$ cat config.mk
export PLATFORM = sky130hd
export DESIGN_NAME = pwd_lock_ctrl_flat
export DESIGN_NICKNAME = d
export VERILOG_FILES = /design/src/rtl/pwd_lock_pkg.sv /design/src/rtl/pwd_lock_ctrl_if.sv /design/src/rtl/pwd_lock_ctrl_key_event.sv /design/src/rtl/pwd_lock_ctrl.sv /design/src/flat_wrapper.sv
export SDC_FILE = /design/constraint.sdc
export NUM_CORES = 1
export LEC_CHECK = 0
export ABC_AREA = 1
export CAP_MARGIN = 15
export CORE_UTILIZATION = 50
export DETAILED_ROUTE_END_ITERATION = 10
export GPL_ROUTABILITY_DRIVEN = 1
export MAX_ROUTING_LAYER = met4
export PLACE_DENSITY_LB_ADDON = 0.25
export SETUP_SLACK_MARGIN = 0.2
export SLEW_MARGIN = 20
export SYNTH_ARGS = -nofsm -noshare
export SYNTH_HDL_FRONTEND = slang
export SYNTH_SLANG_ARGS = --single-unit
export TNS_END_PERCENT = 30
$ cat constraint.sdc
create_clock -name myclk -period 1.65 [get_ports myclk]
set_input_delay 0.2475 -clock myclk [delete_from_list [all_inputs] [get_ports myclk]]
set_output_delay 0.2475 -clock myclk [all_outputs]
set_load 0.05 [all_outputs]
$ cat src/rtl/pwd_lock_pkg.sv
// Shared types and constants for the keypad password lock.
// Holds the FSM state encoding, key width and the factory-default password.
package pwd_lock_pkg;

    localparam int KEY_W    = 2;
    localparam int NUM_KEYS = 4;

    // Factory password 0,1,2,3; digit i lives in bits [i*KEY_W +: KEY_W].
    localparam logic [NUM_KEYS*KEY_W-1:0] DEFAULT_PWD = {2'd3, 2'd2, 2'd1, 2'd0};

    typedef enum logic [2:0] {
        ST_IDLE,
        ST_ENTRY,
        ST_CHECK,
        ST_OPEN,
        ST_SET,
        ST_LOCKOUT
    } state_t;

    function automatic logic [KEY_W-1:0] default_digit(input int idx);
        return DEFAULT_PWD[(idx % NUM_KEYS)*KEY_W +: KEY_W];
    endfunction

endpackage

$ cat src/rtl/pwd_lock_ctrl_if.sv
// Keypad and status bundle between the lock controller and its user side.
// The master drives the keys and set_mode; the slave (controller) drives status.
interface pwd_lock_ctrl_if;
    import pwd_lock_pkg::*;

    logic [NUM_KEYS-1:0] btn;
    logic                set_mode;
    logic                unlock;
    logic                alarm;
    logic                err;
    logic                set_done;
    logic [2:0]          digit_cnt;

    modport master (
        output btn, set_mode,
        input  unlock, alarm, err, set_done, digit_cnt
    );

    modport slave (
        input  btn, set_mode,
        output unlock, alarm, err, set_done, digit_cnt
    );

endinterface

$ cat src/rtl/pwd_lock_ctrl_key_event.sv
// Rising-edge key detector: one event per cycle in which exactly one key goes down.
// Simultaneous presses and held keys produce nothing.
module key_event
    import pwd_lock_pkg::*;
(
    input  logic                myclk,
    input  logic                rst,
    input  logic [NUM_KEYS-1:0] btn,
    output logic                evt,
    output logic [KEY_W-1:0]    key
);

    logic [NUM_KEYS-1:0] btn_q_reg;
    logic [NUM_KEYS-1:0] rise;
    logic [KEY_W-1:0]    idx_terms [NUM_KEYS];

    always_ff @(posedge myclk or posedge rst) begin
        if (rst) begin
            btn_q_reg <= '0;
        end else begin
            btn_q_reg <= btn;
        end
    end

    assign rise = btn & ~btn_q_reg;
    // Nonzero with a single bit set: clearing the lowest set bit leaves nothing.
    assign evt  = (rise != '0) && ((rise & (rise - {{(NUM_KEYS-1){1'b0}}, 1'b1})) == '0);

    generate
        for (genvar gi = 0; gi < NUM_KEYS; gi++) begin : g_idx
            assign idx_terms[gi] = rise[gi] ? KEY_W'(gi) : '0;
        end
    endgenerate

    always_comb begin
        key = '0;
        for (int i = 0; i < NUM_KEYS; i++) begin
            key = key | idx_terms[i];
        end
    end

endmodule

$ cat src/rtl/pwd_lock_ctrl.sv
// Keypad password lock: collects digits, checks them, opens, allows re-keying,
// and locks out after repeated wrong entries.
module pwd_lock_ctrl
    import pwd_lock_pkg::*;
#(
    parameter int PWD_LEN       = 4,
    parameter int MAX_FAIL      = 3,
    parameter int TIMEOUT_TICKS = 1000,
    parameter int LOCK_TICKS    = 6000
)(
    input  logic            myclk,
    input  logic            rst,
    pwd_lock_ctrl_if.slave  bus
);

    localparam int CNT_W  = $clog2(PWD_LEN) + 1;
    localparam int FAIL_W = $clog2(MAX_FAIL) + 1;
    localparam int TO_W   = $clog2(TIMEOUT_TICKS) + 1;
    localparam int LK_W   = $clog2(LOCK_TICKS) + 1;

    logic             evt;
    logic [KEY_W-1:0] key;

    state_t           state_reg, state_next;
    logic [CNT_W-1:0] cnt_reg, cnt_next;
    logic [FAIL_W-1:0] fail_reg, fail_next;
    logic [TO_W-1:0]  to_reg, to_next;
    logic [LK_W-1:0]  lk_reg, lk_next;
    logic [KEY_W-1:0] entry_reg [PWD_LEN];
    logic [KEY_W-1:0] entry_next [PWD_LEN];
    logic [KEY_W-1:0] pwd_reg [PWD_LEN];
    logic [KEY_W-1:0] pwd_next [PWD_LEN];
    logic             err_reg, err_next;
    logic             set_done_reg, set_done_next;
    logic             unlock_reg, alarm_reg;

    logic [PWD_LEN-1:0] digit_eq;
    logic             match, timeout, last_digit, set_collect;

    key_event u_key_event (
        .myclk (myclk),
        .rst   (rst),
        .btn   (bus.btn),
        .evt   (evt),
        .key   (key)
    );

    generate
        for (genvar gi = 0; gi < PWD_LEN; gi++) begin : g_cmp
            assign digit_eq[gi] = (entry_reg[gi] == pwd_reg[gi]);
        end
    endgenerate

    assign match       = &digit_eq;
    assign timeout     = (to_reg == TO_W'(TIMEOUT_TICKS));
    assign last_digit  = (cnt_reg == CNT_W'(PWD_LEN - 1));
    assign set_collect = evt && ((state_reg == ST_SET) ||
                                 (state_reg == ST_OPEN && bus.set_mode));

    always_comb begin
        state_next    = state_reg;
        cnt_next      = cnt_reg;
        fail_next     = fail_reg;
        pwd_next      = pwd_reg;
        err_next      = 1'b0;
        set_done_next = 1'b0;
        // The scratch buffer takes every key at the current index; it is only
        // compared or committed after a complete in-order fill, so stray writes are harmless.
        entry_next    = entry_reg;
        for (int i = 0; i < PWD_LEN; i++) begin
            if (evt && cnt_reg == CNT_W'(i)) begin
                entry_next[i] = key;
            end
        end

        case (state_reg)
            ST_IDLE, ST_ENTRY: begin
                if (evt) begin
                    if (last_digit) begin
                        state_next = ST_CHECK;
                        cnt_next   = '0;
                    end else begin
                        state_next = ST_ENTRY;
                        cnt_next   = cnt_reg + CNT_W'(1);
                    end
                end else if (state_reg == ST_ENTRY && timeout) begin
                    state_next = ST_IDLE;
                    cnt_next   = '0;
                end
            end
            ST_CHECK: begin
                cnt_next = '0;
                if (match) begin
                    state_next = ST_OPEN;
                    fail_next  = '0;
                end else begin
                    err_next   = 1'b1;
                    fail_next  = fail_reg + FAIL_W'(1);
                    state_next = (fail_reg == FAIL_W'(MAX_FAIL - 1)) ? ST_LOCKOUT : ST_IDLE;
                end
            end
            ST_OPEN, ST_SET: begin
                if (set_collect) begin
                    if (last_digit) begin
                        pwd_next      = entry_next;
                        set_done_next = 1'b1;
                        state_next    = ST_OPEN;
                        cnt_next      = '0;
                    end else begin
                        state_next = ST_SET;
                        cnt_next   = cnt_reg + CNT_W'(1);
                    end
                end else if (evt) begin
                    state_next = ST_IDLE;
                end else if (timeout) begin
                    state_next = (state_reg == ST_SET) ? ST_OPEN : ST_IDLE;
                    cnt_next   = '0;
                end
            end
            ST_LOCKOUT: begin
                if (lk_reg == LK_W'(LOCK_TICKS - 1)) begin
                    state_next = ST_IDLE;
                    fail_next  = '0;
                end
            end
            default: begin
                state_next = ST_IDLE;
                cnt_next   = '0;
            end
        endcase

        if (evt || state_next != state_reg) begin
            to_next = '0;
        end else if (!timeout) begin
            to_next = to_reg + TO_W'(1);
        end else begin
            to_next = to_reg;
        end

        lk_next = (state_reg == ST_LOCKOUT) ? lk_reg + LK_W'(1) : '0;
    end

    always_ff @(posedge myclk or posedge rst) begin
        if (rst) begin
            state_reg    <= ST_IDLE;
            cnt_reg      <= '0;
            fail_reg     <= '0;
            to_reg       <= '0;
            lk_reg       <= '0;
            err_reg      <= 1'b0;
            set_done_reg <= 1'b0;
            unlock_reg   <= 1'b0;
            alarm_reg    <= 1'b0;
            for (int i = 0; i < PWD_LEN; i++) begin
                entry_reg[i] <= '0;
                pwd_reg[i]   <= default_digit(i);
            end
        end else begin
            state_reg    <= state_next;
            cnt_reg      <= cnt_next;
            fail_reg     <= fail_next;
            to_reg       <= to_next;
            lk_reg       <= lk_next;
            err_reg      <= err_next;
            set_done_reg <= set_done_next;
            unlock_reg   <= (state_next == ST_OPEN);
            alarm_reg    <= (state_next == ST_LOCKOUT);
            entry_reg    <= entry_next;
            pwd_reg      <= pwd_next;
        end
    end

    assign bus.unlock    = unlock_reg;
    assign bus.alarm     = alarm_reg;
    assign bus.err       = err_reg;
    assign bus.set_done  = set_done_reg;
    assign bus.digit_cnt = 3'(cnt_reg);

endmodule
$ cat src/flat_wrapper.sv
// flat-port wrapper written by rule: the top's interface ports become plain ports
module pwd_lock_ctrl_flat import pwd_lock_pkg::*;
#(
    parameter int PWD_LEN       = 4,
    parameter int MAX_FAIL      = 3,
    parameter int TIMEOUT_TICKS = 1000,
    parameter int LOCK_TICKS    = 6000
)
  (myclk, rst, bus_btn, bus_set_mode, bus_unlock, bus_alarm, bus_err, bus_set_done, bus_digit_cnt);
  pwd_lock_ctrl_if bus_i ();
  input  logic myclk;
  input  logic rst;
  input wire logic [$bits(bus_i.btn)-1:0] bus_btn;
  input wire logic [$bits(bus_i.set_mode)-1:0] bus_set_mode;
  output wire logic [$bits(bus_i.unlock)-1:0] bus_unlock;
  output wire logic [$bits(bus_i.alarm)-1:0] bus_alarm;
  output wire logic [$bits(bus_i.err)-1:0] bus_err;
  output wire logic [$bits(bus_i.set_done)-1:0] bus_set_done;
  output wire logic [$bits(bus_i.digit_cnt)-1:0] bus_digit_cnt;
  assign bus_i.btn = bus_btn;
  assign bus_i.set_mode = bus_set_mode;
  assign bus_unlock = bus_i.unlock;
  assign bus_alarm = bus_i.alarm;
  assign bus_err = bus_i.err;
  assign bus_set_done = bus_i.set_done;
  assign bus_digit_cnt = bus_i.digit_cnt;
  pwd_lock_ctrl #(.PWD_LEN(PWD_LEN), .MAX_FAIL(MAX_FAIL), .TIMEOUT_TICKS(TIMEOUT_TICKS), .LOCK_TICKS(LOCK_TICKS)) u_core (.myclk(myclk), .rst(rst), .bus(bus_i));
endmodule
== Yosys cells after proc, flatten, opt, wreduce, memory -nomap -nowiden ==
Index checks and enable logic that the tools add are counted.
Widths: inputs -> output; s select.
Word-level totals
  bits in registers: 58
  word-level logic and storage cells: 110
  output and inout port bits: 7
Operators by class
  reductions and logical operators: 21
  add/subtract/negate cells: 5
  bitwise logic cells: 6
  equal/unequal tests: 23
  multiplexer cells: 37
Operators with widths (count)
  $mux 3: 17
  $mux 11: 2
  $eq 3x2->1 const B: 6
  $mux 2: 8
  $add 14x1->14 const B: 1
  $eq 14x13->1 const B: 1
  $mux 14: 1
  $pmux 3 s4: 1
  $add 11x1->11 const B: 1
  $eq 11x10->1 const B: 1
  $eq 3x3->1 const B: 3
  $pmux 3 s3: 1
  $and 4x4->4: 2
  $eq 2x2->1: 4
  $logic_and 1x1->1: 8
  $reduce_and 4->1: 2
  $add 3x1->3 const B: 2
  $eq 3x1->1 const B: 2
  $logic_not 3->1: 2
  $mux 1: 6
  $ne 3x1->1 const B: 2
  $pmux 3 s2: 1
  $logic_not 4->1: 1
  $not 4->4: 1
  other kinds (14): 16

== Longest topological paths before layout ==
Gate-level depths: netlist of run 1.
  depth in word-level cells: 12
  gate-level depth with buffers: 16
  mapped depth without buffers: 15

== Cells and area by module ==
From an unflattened synthesis of run 1, not the netlist that was laid out.
Unflattened totals
  cells, all modules: 380
  area, all modules: 3089.2 µm²
Modules (own cells, without submodules)
  pwd_lock_ctrl: cells each 349, instances 1, sequential area each 1356.3 µm², area an instance 2861.5 µm²
  key_event: cells each 31, instances 1, sequential area each 100.1 µm², area an instance 227.7 µm²

== Least setup slack after synthesis of run 1 ==
Ideal clock, no wire load.
  path type: register to register
  from: reg u_core.cnt_reg[0], in the netlist u_core.bus.digit_cnt[0]
  to: reg u_core.to_reg[1]
  library setup time: 122 ps
  clock period less this slack: 2008 ps
  cell stages (with the launch flop): 14
  required time: 1528 ps
  buffers on the path: 1
  arrival: 1885 ps
  setup slack: -358 ps
  path through: dfrtp_1 ha_1 inv_1 nor2_1 nand4_1 nand2_1 inv_2 nand2_4 nand2_2 nand2_1 inv_2 nand3_2 buf_6 nor2_2
Between the ends
  longest elaborated chain between the ends: 7
Ends and longest elaborated chain
  start: declaration: RTL line pwd_lock_ctrl.sv:25  | logic [CNT_W-1:0] cnt_reg, cnt_next;
  start signal: assignment: RTL line pwd_lock_ctrl.sv:160  | cnt_reg <= cnt_next;
  $eq 3x2->1 (*): RTL line pwd_lock_ctrl.sv:56  | assign last_digit = (cnt_reg == CNT_W'(PWD_LEN - 1));
  $mux 3 or $mux 2 (tied branches): RTL line pwd_lock_ctrl.sv:104, pwd_lock_ctrl.sv:79
  $mux 3, on equally long branches: RTL line pwd_lock_ctrl.sv:103, pwd_lock_ctrl.sv:78
  $pmux 3 s4 (*): RTL line pwd_lock_ctrl.sv:76  | case (state_reg)
  via u_core.state_next[1]: RTL line pwd_lock_ctrl.sv:24  | state_t state_reg, state_next;
  $ne 3x3->1 (*): RTL line pwd_lock_ctrl.sv:132  | if (evt || state_next != state_reg) begin
  $logic_or 1x1->1 (*): RTL line pwd_lock_ctrl.sv:132
  $ne 2x2->1 (no line) or $mux 11 (tied branches)
  end signal: assignment: RTL line pwd_lock_ctrl.sv:162  | to_reg <= to_next;
  end: declaration: RTL line pwd_lock_ctrl.sv:27  | logic [TO_W-1:0] to_reg, to_next;
Mark *: on every way through the listed nets, which the timed path passes. The rest lies on a longest branch.
A chain may end at the register's enable or synchronous reset.

== Final worst setup path of run 1 ==
  from: reg u_core.lk_reg[0]
  to: reg u_core.to_reg[7]
Between the ends
  longest elaborated chain between the ends: 6
Ends and longest elaborated chain
  start: declaration: RTL line pwd_lock_ctrl.sv:28  | logic [LK_W-1:0] lk_reg, lk_next;
  start signal: assignment: RTL line pwd_lock_ctrl.sv:163  | lk_reg <= lk_next;
  $eq 14x13->1 (*): RTL line pwd_lock_ctrl.sv:121  | if (lk_reg == LK_W'(LOCK_TICKS - 1)) begin
  $mux 3 (*): RTL line pwd_lock_ctrl.sv:121
  $pmux 3 s4 (*): RTL line pwd_lock_ctrl.sv:76
  via u_core.state_next[0]: RTL line pwd_lock_ctrl.sv:24
  $ne 3x3->1 (*): RTL line pwd_lock_ctrl.sv:132
  $logic_or 1x1->1 (*): RTL line pwd_lock_ctrl.sv:132
  $ne 2x2->1 (no line) or $mux 11 (tied branches)
Marked as above.

==> results of run 1 <==
## cells in the final DEF, fill, tap and decap left out, types with 4 or more instances in the layout
cell,Yosys,routed
nand2_1,84,66
buf_4,0,62
dfrtp_1,54,51
inv_1,48,39
nor2_1,33,25
nand2_2,8,21
inv_2,9,14
nor2_2,13,12
clkbuf_8,0,12
buf_6,2,11
nor2_4,1,10
xnor2_1,10,10
o21ai_1,1,9
nand2_4,4,8
o21ai_0,23,8
nand3_2,8,8
nand3_1,11,8
o21ai_2,1,7
xor2_1,7,7
nand4_1,6,6
a21oi_1,8,6
ha_1,9,6
dfstp_2,4,4
## what timing repair did
item	in CTS	in global routing
cloned	1	0
setup buffers	14	4
setup endpoints to repair	44	50
resized for setup	69	38
pin swaps	44	13
## power by group through the flow
| stage | clock network, mW | logic (mW) | registers [mW] |
|---|---|---|---|
| 2_1_floorplan | 0 | 0.967 | 1.99 |
| 3_3_place_gp | 0 | 1.57 | 1.90 |
| 3_5_place_dp | 0 | 1.62 | 1.91 |
| 4_1_cts | 1.41 | 1.89 | 1.89 |
| 5_1_grt | 1.47 | 2.16 | 1.92 |
| 6_report | 1.40 | 1.98 | 1.90 |
## cell type report
type,instances,area (µm²)
Multi-Input combinational cell,247,1670
Fill cell,411,1530
Sequential cell,58,1460
Timing Repair Buffer,83,734
Inverter,57,228
Clock buffer,14,173
Tap cell,75,93.8
Clock inverter,2,35.0
## per-stage QoR
stage / hold slack, ns / cell area [µm²] / std cells / TNS, ns / setup WS [ns]
4_1_cts: 0.182 / 4230 / 532 / -1.33 / -0.117
5_1_grt: 0.0710 / 4390 / 536 / -4.81 / -0.276
2_1_floorplan: 0.279 / 3120 / 365 / -0.401 / -0.0424
3_3_place_gp: 0.445 / 3700 / 501 / -9.47 / -0.408
6_report: 0.0842 / 4390 / 536 / -2.45 / -0.206
3_5_place_dp: 0.467 / 3700 / 501 / -10.31 / -0.474
## metal layers
layer | track usage | part of all wire
met1 | 0.318 | 0.45
met2 | 0.401 | 0.51
met3 | 0.0523 | 0.030
met4 | 0.0804 | 0.012
met5 | - | 0
## worst register-to-register path: cells and delay by family (launching register included)
family | cells | cell delay (ns)
adders and majority gates | 1 | 0.19
buffers and inverters | 3 | 0.29
and+or+nand+nor | 10 | 0.76
AOI/OAI and AO/OA | 1 | 0.15
DFF | 1 | 0.36
## cell families (layout without fill, tap and decap cells)
logic type                 count (synthesis)  after routing  synth area share
AOI/OAI and AO/OA                         41             41            0.0761
xor gates and xnor gates                  17             17            0.0484
adders and majority gates                  9              9            0.0366
buffers and inverters                     60            156            0.0785
DFF                                       58             58             0.474
and+or+nand+nor                          180            180             0.287
## how the worst max path moves through the flow
stage	startpoint	to	slack, ns	cells after the start
2_1_floorplan	u_core.to_reg[1]	u_core.to_reg[1]	-0.04	16
3_3_place_gp	bus_btn[1]	u_core.to_reg[9]	-0.41	16
3_5_place_dp	bus_btn[1]	u_core.to_reg[9]	-0.47	16
4_1_cts	u_core.pwd_reg[4]	u_core.to_reg[7]	-0.12	14
5_1_grt	u_core.lk_reg[1]	u_core.to_reg[7]	-0.28	15
6_report	u_core.lk_reg[0]	u_core.to_reg[7]	-0.21	15
==> impl_summary.md, run 1 <==
Routing
The routed layout has 2664 vias. In the final routed layout, each cell accounts on average for approximately 14 µm. The routed design has about 7.6 mm of wire. The ratio of routed vias to standard cells is 4.97.

The violation count after the first detailed-routing iteration is around 130. The DRC violation count after routing is 0. The number of routed nets with antenna violations is 0. The iteration count of the initial detailed-routing pass is 4.

Die
The core region area is 5920 µm². From left edge to right edge, the die measures 80.4 µm. The initial utilization of the core area, before any placement, comes to 0.519.

The I/O pin count is 14. Row generation in the floorplan step produced 28 rows. The die area is about 6500 µm². The die is approximately 80 µm tall.

Run
The total of max-cap violations is 0.

Synth
The synthesized area is approximately 3000 µm². By area the synthesized netlist is led by dfrtp_1 (44%), nand2_1 (10%), inv_1 (5.9%). The largest total area in the synthesized netlist belongs to dfrtp_1. The post-synthesis net count is approximately 380.

The synthesized area per cell is 8.42 µm². The most common cell in the synthesized netlist is nand2_1. Counting flops with a built-in enable in the synthesized netlist gives 0. The fraction of registers with async set/reset is 1.00. For this run, the number of Yosys warnings is 0.

The post-synthesis cell count is about 370. In this run, synthesis produced a sequential element count of between 50 and 60. The proportion of synthesized chip area in sequential cells is 0.474. The fraction of post-synthesis cell area in the top cell type by area is 0.440.

Counting instances in the post-synthesis netlist gives the leading cell types as nand2_1 (84), dfrtp_1 (54), inv_1 (48). In the synthesized netlist the dominant register cell turns out to be dfrtp_1. The number of unique standard cell types used by synthesis is 37.

Timing
Derived from the worst setup path, the maximum achievable clock frequency is about 540 MHz. The clock arrives with roughly 0.0084 ns of skew. Headroom to the max-slew limit came out at 0.757. The worst path in the final design needs a cycle of roughly 1.9 ns, including I/O delays and setup. Setup slack on the critical path of the routed design comes to -0.206 ns. The number of max-slew violations in the final report is 0. The number of failing hold endpoints at the final stage is 0. Of the available clock period, the critical path in the final layout requires 1.13. Setup repair after global routing could not meet its margin everywhere. For the pin with the worst max-slew slack, the measured transition is between 0.3 and 0.4 ns.

Setup violations remaining at the end of the flow were counted as 16.

Clocking
The H-tree was split into 3 levels. In this run, CTS created clock tree buffers numbering 9. The worst-skew pair later-pin latency is ~0.33 ns. The number of clock sinks is just under 60. The clock root buffer is clkbuf_8. Counting along the longest clock path gives a buffer depth of 2. After clock tree synthesis, the clock-pin slew on the worst setup and hold paths is 0.07 ns. The number of hold buffers added after CTS was 0. TritonCTS built the clock tree.

Critical path
The critical path class is register to register. The slowest stage of the critical path is the dfrtp_1 cell. The setup slack on the worst flop-to-flop path is -0.21 ns. STA classifies the critical path startpoint as a register. Traced cell by cell, the critical path runs through ha_2 -> nand2_2 -> inv_2 -> nand2_4 -> nor2_4 -> nand2_2 -> a21oi_2 -> nand2_1 -> inv_2 -> nand3_2 -> nand2_2 -> nand2_2 -> nand3_4 -> buf_12 -> nor2_4. Counting both buffers and inverters, the worst setup path holds a total of 3. The worst setup path is captured at a register. The endpoint identified for the worst register-to-register timing path is u_core.to_reg[7]. On the worst path, the slowest cell contributes a delay of around 0.36 ns. The count of cells along the worst register-to-register path is 15. The data arrival time of the worst path is approximately 2.1 ns. The startpoint of the worst register-to-register path is u_core.lk_reg[0]. The cell with the most instances on the worst path is nand2_2. Grouping stages by cell kind, the critical path spends the most delay in simple AND/OR/NAND/NOR gates. STA puts the critical path data required time at 1.86 ns.

The worst-path maximum fanout is 6.

Final layout
The final core area utilization is 0.742. 0 antenna diodes ended up in the layout. The area growth from synthesis to layout is 42.9%. The share of final-layout standard cells stronger than drive strength 1 is 0.434.

For this run, the post-layout net count is approximately 470. The register with the most flip-flops in the layout has 14 of them.

Power
The maximum vdd drop is about 1.0 mV. The analysis attributes to net switching a power of around 1.9 mW. The cell-internal power is approximately 3.4 mW. The part of the total power dissipated in the clock network is 0.265. After layout, the design draws a total of between 5 and 6 mW. The share of total power dissipated in sequential elements is 0.360.

The switching part of the total power is 0.360. The standby leakage power is about 2.2 nW. The combinational group share of total power is 0.375. The total power density per cell area is 1200 nW/µm².

Global routing
In the global route stage, overall resource usage came out at 0.250. The number of global-route vias before repair is ~2600. Entering global routing, the biggest net connects 59 pins. The overall overflow remaining after global route is 0. The first-pass GRT wire length is 11.7 mm.

The number of antenna violations at the first check in global routing is 0.

Place
The weighted congestion at the end of routability-driven global placement is around 0.85. The estimated wirelength of the detail-placed design is 4.48 mm. Buffers placed on the I/O ports in this run total 13.

Status
The final reports fail on negative setup slack. The flow ran to the end, but the final reports show violations.

Worst hold path
The worst hold path begins at bus_btn[0]. The worst hold path cell count is 1. The worst hold path terminates at u_core.u_key_event.btn_q_reg[0].

The type of the tightest min-delay check is input port to register.
Note: power is estimated with default switching activity, not from simulation.
==> run 2, diff against run 1 <==
==> constraint.sdc (replaced) <==
create_clock -name myclk -period 1.9 [get_ports myclk]
set_input_delay 0.285 -clock myclk [delete_from_list [all_inputs] [get_ports myclk]]
set_output_delay 0.285 -clock myclk [all_outputs]
set_load 0.05 [all_outputs]
==> run 2 against run 1 <==
Sequential power fell by 12%. Core utilization is 6.7 points lower. Design area fell by 9.0%. First-iteration DRC count fell by 28%. Register-to-register slack improved by 0.29 ns. The run now ends clean. Wire length fell by 16%. Global-route usage shrank 3.5 points. Flip-flop and latch count did not move.
==> impl_summary.md, run 2 (same netlist as run 1, synthesis figures left out) <==
Routing
The ratio of routed vias to standard cells is 4.95 (was 4.97). The number of routed nets with antenna violations is 0 (unchanged). The final wirelength came to 6.36 mm (was 7.56 mm). The count of vias placed by the detailed router is 2457 (was 2664). The iteration count of the initial detailed-routing pass is 4 (unchanged). The DRC violation count after routing is 0 (unchanged).

The wire length per cell is 12.8 µm (was 14.1 µm). The violation count after the first detailed-routing iteration is 97 (was 134).

Critical path
The data arrival time of the worst path was 2.09 ns (was 2.07 ns). The startpoint kind of the worst setup timing path is a register (unchanged). The required time of the worst setup path is 2.17 ns (was 1.86 ns). The endpoint kind of the worst setup timing path is a register (unchanged). The critical path buffer and inverter count is 3 (unchanged).

The cell with the most instances on the worst path is nand2_2 (unchanged). List of cells traversed by the critical path: inv_2 -> nand3_2 -> o21ai_4 -> nand3_4 -> nand2_2 -> nand2_2 -> nand2_4 -> nand2_4 -> nand2_2 -> nand2_2 -> inv_2 -> nand3_4 -> buf_12 -> nor2_2 (was ha_2 -> nand2_2 -> inv_2 -> nand2_4 -> nor2_4 -> nand2_2 -> a21oi_2 -> nand2_1 -> inv_2 -> nand3_2 -> nand2_2 -> nand2_2 -> nand3_4 -> buf_12 -> nor2_4). The critical path class was register to register (unchanged). The kind of cell adding the most delay to the critical path was simple AND/OR/NAND/NOR gates (unchanged). The cell type of the slowest stage on the worst timing path is dfrtp_2 (was dfrtp_1). The largest stage delay on the critical path is 0.48 ns (was 0.36 ns). The worst-path maximum fanout is 7 (was 6).

Place
The weighted congestion at the end of routability-driven global placement is 0.792 (was 0.851). The number of port buffers is 13 (unchanged). The estimated wirelength of the detail-placed design is 4.22 mm (was 4.48 mm).

Global routing
The pin count of the biggest net entering global routing came to 23 (was 59). The total routing usage reported by global routing is 0.215 (was 0.250). The first-pass GRT wire length is 10.2 mm (was 11.7 mm). The number of global-route vias before repair was 2292 (was 2560). The number of antenna violations at the first check in global routing is 0 (unchanged). The overall overflow remaining after global route was 0 (unchanged).

Timing
The highest achievable clock rate is 550 MHz (was 539 MHz). RSZ-0062 raised after global routing: true (unchanged). The number of failing hold endpoints at the final stage came to 0 (unchanged).

The final period utilization came to 0.957 (was 1.13). The relative max-transition margin is 0.648 (was 0.757). The number of max-slew violations in the final report was 0 (unchanged).

The final sum of negative setup slack came to 0 ns (was -2.45 ns). The shortest period the worst path allows is 1.82 ns (was 1.86 ns). The transition time of the tightest slew-check pin is 0.527 ns (was 0.360 ns).

The worst hold slack across all endpoints is 0.113 ns (was 0.0842 ns). The final setup violation count came to 0 (was 16). The clock tree skew after final layout is 0.00672 ns (was 0.00843 ns).

Final layout
The share of final-layout standard cells stronger than drive strength 1 is 0.321 (was 0.434). The total inserted antenna cells is 0 (unchanged). The layout overhead on the synthesized area is 30.0% (was 42.9%). The number of flip-flops in the largest register is 14 (unchanged). The count of nets after finishing is 432 (was 472).

The count of filler cells inserted in the layout is 479 (was 411). The most common cell after layout, fill and taps aside is nand2_1 (unchanged). Most frequent cells in the layout: nand2_1 (74), dfrtp_1 (50), inv_1 (41) (was nand2_1 (66), buf_4 (62), dfrtp_1 (51)).

Clocking
The H-tree level count is 3 (unchanged). The post-CTS clock slew at the launch and capture registers of the worst setup and hold paths is 0.07 ns (about the same). The number of hold buffers added after cts is 0 (unchanged). The clock tree from TritonCTS is yes (unchanged). The worst-skew pair later-pin latency is 0.34 ns (was 0.33 ns). The clock root buffer is clkbuf_8 (unchanged). The CTS buffer count is 9 (unchanged).

The number of clock sinks came to 58 (unchanged). The maximum buffer depth of the clock tree is 2 (unchanged).

Die
The starting utilization of the core area is 0.519 (unchanged). The I/O pin count is 14 (unchanged). The core region area came to 5920 µm² (unchanged). The floorplan row count is 28 (unchanged). The width of the die was 80.4 µm (unchanged).

The die span in y was 80.4 µm (unchanged). The die area is 6470 µm² (unchanged).

Power
The standby leakage power was 1.98 nW (was 2.16 nW). The post-layout total power came to 4.49 mW (was 5.27 mW). The total power density per cell area is 1120 nW/µm² (was 1200 nW/µm²). The maximum vdd drop is 0.643 mV (was 0.999 mV).

Worst hold path
The type of the tightest min-delay check is input port to register (unchanged).

Run
The total of max-cap violations is 0 (unchanged).

Status
Outcome: complete, no violations (was finished, violations left).
## run 2: changes by cell type in the layout (fill, tap and decap cells not counted), moves of 3 or more
cell	previous run	this run
nand2_2	21	16
nor2_1	25	29
nand2_1	66	74
buf_4	62	26
buf_6	11	1
dlymetal6s2s_1	2	6
o21ai_2	7	1
o21ai_0	8	14
clkinvlp_4	1	5
nor2_4	10	7
## run 2: power breakdown
part / switching (mW) / internal [mW] / leakage (nW) / total [mW]
sequential: 0.198 / 1.47 / 0.756 / 1.67
clock: 0.536 / 0.773 / 0.101 / 1.31
combinational: 0.875 / 0.639 / 1.12 / 1.51
## run 2: metrics by stage
stage	utilization	cell area, µm²	cells	setup slack, ns
after floorplan	-	3110	365	0.207
after global placement	0.583	3450	465	-0.194
after detailed placement	0.583	3450	465	-0.226
after CTS	0.628	3720	486	0.0853
after global routing	0.675	4000	496	-0.0116
final	0.675	4000	496	0.0810
## run 2: final cells by class
| type | count | area, µm² | area share |
|---|---|---|---|
| clock inverter | 6 | 90.1 | 0.0225 |
| clock buffer | 10 | 138 | 0.0344 |
| tap | 75 | 93.8 | 0.0235 |
| sequential | 58 | 1460 | 0.366 |
| timing repair buffer | 43 | 424 | 0.106 |
| inverter | 57 | 223 | 0.0557 |
| multi-input combinational | 247 | 1570 | 0.392 |
## run 2: path summary, 6_finish.rpt
kind	slack, ns	start	cells past startpoint	end
hold reg to reg	0.47	u_core.lk_reg[13]	1	u_core.lk_reg[13]
min in group asynchronous	0.30	rst	2	u_core.entry_reg[4]
hold / removal	0.11	bus_btn[0]	1	u_core.u_key_event.btn_q_reg[0]
setup reg to reg	0.08	u_core.state_reg[1]	14	u_core.to_reg[9]
max in group asynchronous	1.10	rst	3	u_core.pwd_reg[3]
setup / recovery	0.08	u_core.state_reg[1]	14	u_core.to_reg[9]
## run 2: metal layers
metal,GRT usage,share of wire,up-vias
met1,0.290,0.48,1163
met5,-,0,-
li1,-,-,1247
met2,0.319,0.47,36
met3,0.0341,0.033,11
met4,0.0946,0.012,0
## run 2: worst reg2reg max path: cells and delay by family (launching register included)
kind            cells  cell delay, ns
compound gates      1            0.11
buf+inv             3            0.34
flops               1            0.48
simple gates       10            0.83
## run 2: what timing repair did
action                     in CTS  in global routing
buffers inserted                5                  9
setup endpoints to repair      18                 41
gates resized for setup         5                 58
cloned                          0                  1
pin swaps                       2                 18
==> RTL change, RTL diff (settings of run 1) <==
Re-encode `state_t` (6 states) as Gray code, 3 bits wide.
--- a/src/rtl/pwd_lock_pkg.sv
+++ b/src/rtl/pwd_lock_pkg.sv
@@ -11,8 +11,8 @@
     typedef enum logic [2:0] {
-        ST_IDLE,
-        ST_ENTRY,
-        ST_CHECK,
-        ST_OPEN,
-        ST_SET,
-        ST_LOCKOUT
+        ST_IDLE    = 3'b000,
+        ST_ENTRY   = 3'b001,
+        ST_CHECK   = 3'b011,
+        ST_OPEN    = 3'b010,
+        ST_SET     = 3'b110,
+        ST_LOCKOUT = 3'b111
     } state_t;
Formal check against the unedited RTL: no difference found for any inputs over 10 cycles, from zero or initial values and one cycle with rst high; not proved beyond that.
==> RTL change against run 1 <==
- the flow still finishes with violations (setup timing)
- sequential share of layout area is 0.28 points higher
- area after synthesis fell by 2.0%
- critical path type unchanged
- global-route usage decreased by 1.4 points
- via count up 1.4%
- worst setup slack improved by 26 ps
- worst hold slack lost 7.4 ps
- cell area fell by 0.83%
- critical endpoint is now u_core.to_reg[9]
- sequential cell count stayed put
- wire length down 5.7%
Power is not compared: it rests on default switching activity, and its combinational part moved more than twofold at a synthesized area within 25%.
==> RTL change: results (changes against run 1) <==
.. list-table::
   :header-rows: 1

   * - Metric
     - Value
   * - Cell types with the highest counts after synthesis
     - sky130_fd_sc_hd__nand2_1 (97), sky130_fd_sc_hd__inv_1 (58), sky130_fd_sc_hd__dfrtp_1 (54), sky130_fd_sc_hd__o21ai_0 (29), sky130_fd_sc_hd__nor2_1 (23)
   * - Fraction of final layout cells with drive strength greater than 1
     - 42.7% (-0.71 points)
   * - Count of placed standard cells including taps
     - 512 (+2.2%)
   * - Final number of setup-violating endpoints
     - 15 (-1)
   * - Crit path arrival time
     - 2110 ps (+40 ps)
   * - First-iteration detailed-routing DRC count
     - 109 (-19%)
   * - CTS Root Buffer Type
     - sky130_fd_sc_hd__clkbuf_8
   * - Stage delay of the slowest cell on the critical path
     - 540 ps (+180 ps)
   * - Worst max-slew margin expressed relative to the limit
     - 75.5% (-0.17 points)
   * - Resized Gates After CTS
     - 32 (-54%)
   * - Worst path slowest cell
     - sky130_fd_sc_hd__dfstp_2
   * - Final worst hold slack
     - 76.8 ps (-7.39 ps)
   * - Synthesized-area fraction occupied by adder cells
     - 3.74% (+0.073 points)
   * - Net count, final
     - 482 (+2.1%)
   * - Routability cong.
     - 0.927 (+8.8%)
   * - Vias in the first global route
     - 2592 (+1.3%)
   * - Worst hold path type
     - primary input to register
   * - # Post-CTS Setup Buffers
     - 5 (-9)
   * - Top cells by area, synth
     - sky130_fd_sc_hd__dfrtp_1 (45%), sky130_fd_sc_hd__nand2_1 (12%), sky130_fd_sc_hd__inv_1 (7.2%)
   * - Main flop type after synthesis
     - sky130_fd_sc_hd__dfrtp_1
   * - Via-to-Cell Ratio
     - 4.97 (about the same)
   * - Placed Instance Area
     - 3720 µm² (+0.47%)
   * - Clock skew after layout
     - 7.57 ps (-0.857 ps)
   * - Result of the run
     - complete, but fails checks
   * - Overall fraction of global-route tracks in use
     - 23.6% (-1.4 points)
   * - Least setup slack across all paths after layout
     - -180 ps (+26.4 ps)
   * - XOR/XNOR Fraction of Synth Area
     - 3.78% (-1.1 points)
   * - Largest register FFs
     - 14 (unchanged)
   * - Post-synthesis compound-gate area fraction
     - 8.14% (+0.53 points)
   * - Mean instance size in the synthesized netlist
     - 8.15 µm² (-3.3%)
   * - Wire per inst
     - 13.1 µm (-6.9%)
   * - Net count after synthesis
     - 386 (+1.3%)
   * - Portion of the post-synthesis area used by sequential elements
     - 48.3% (+0.94 points)
   * - HPWL Detailed
     - 4.16 mm (-7.2%)
   * - Fill cell instance count of the final layout
     - 350 (-15%)
   * - Setup Total Neg Slack
     - -1890 ps (+556 ps)
   * - Final WL
     - 7.13 mm (-5.7%)
   * - Violations in the final reports
     - setup timing
==> RTL change: cell count changes after synthesis, sizes merged, moves of 5 or more <==
cell   before  now
nor2       47   37
a21oi       9   14
xnor2      10    5
o21ai      25   30
inv        57   64
nand2      96  106
==> RTL change: area by class of cell <==
class	instances	share of cell area [%]
clock inverter	6	1.84
tap	72	2.07
multi-input combinational	245	36.3
timing repair inverter	1	0.172
inverter	64	5.98
timing repair buffer	87	16.9
clock buffer	10	3.16
sequential	58	33.5
==> RTL change: power by group through the flow <==
stage               combinational [µW]  sequential [µW]  clock, µW
CTS                                355             1490       1460
global route                       482             1490       1520
detailed placement                 338             1520          0
floorplan                          222             1510          0
finish                             445             1490       1450
global placement                   330             1510          0
==> RTL change: worst paths after layout <==
| check | startpoint | cells after the start | end |
|---|---|---|---|
| setup / recovery | u_core.pwd_reg[4] | 14 | u_core.to_reg[9] |
| hold / removal | bus_btn[0] | 1 | u_core.u_key_event.btn_q_reg[0] |
| setup reg to reg | u_core.pwd_reg[4] | 14 | u_core.to_reg[9] |
| hold reg to reg | u_core.pwd_reg[0] | 2 | u_core.pwd_reg[0] |
| max in group asynchronous | rst | 3 | u_core.pwd_reg[4] |
| min in group asynchronous | rst | 3 | u_core.u_key_event.btn_q_reg[0] |
==> RTL change: through the flow <==
step	utilization [%]	setup slack [ps]
finish	77.2	-180
floorplan	-	-30.9
detailed placement	65.9	-422
global route	77.2	-302
global placement	65.9	-376
CTS	71.9	-114
==> RTL change: routing by layer <==
layer	up-vias	GRT usage [%]	part of all wire, %
li1	1350	-	-
met3	18	4.11	3.0
met1	1287	27.4	45
met5	-	-	0
met2	45	40.3	50
met4	0	10.0	2.2
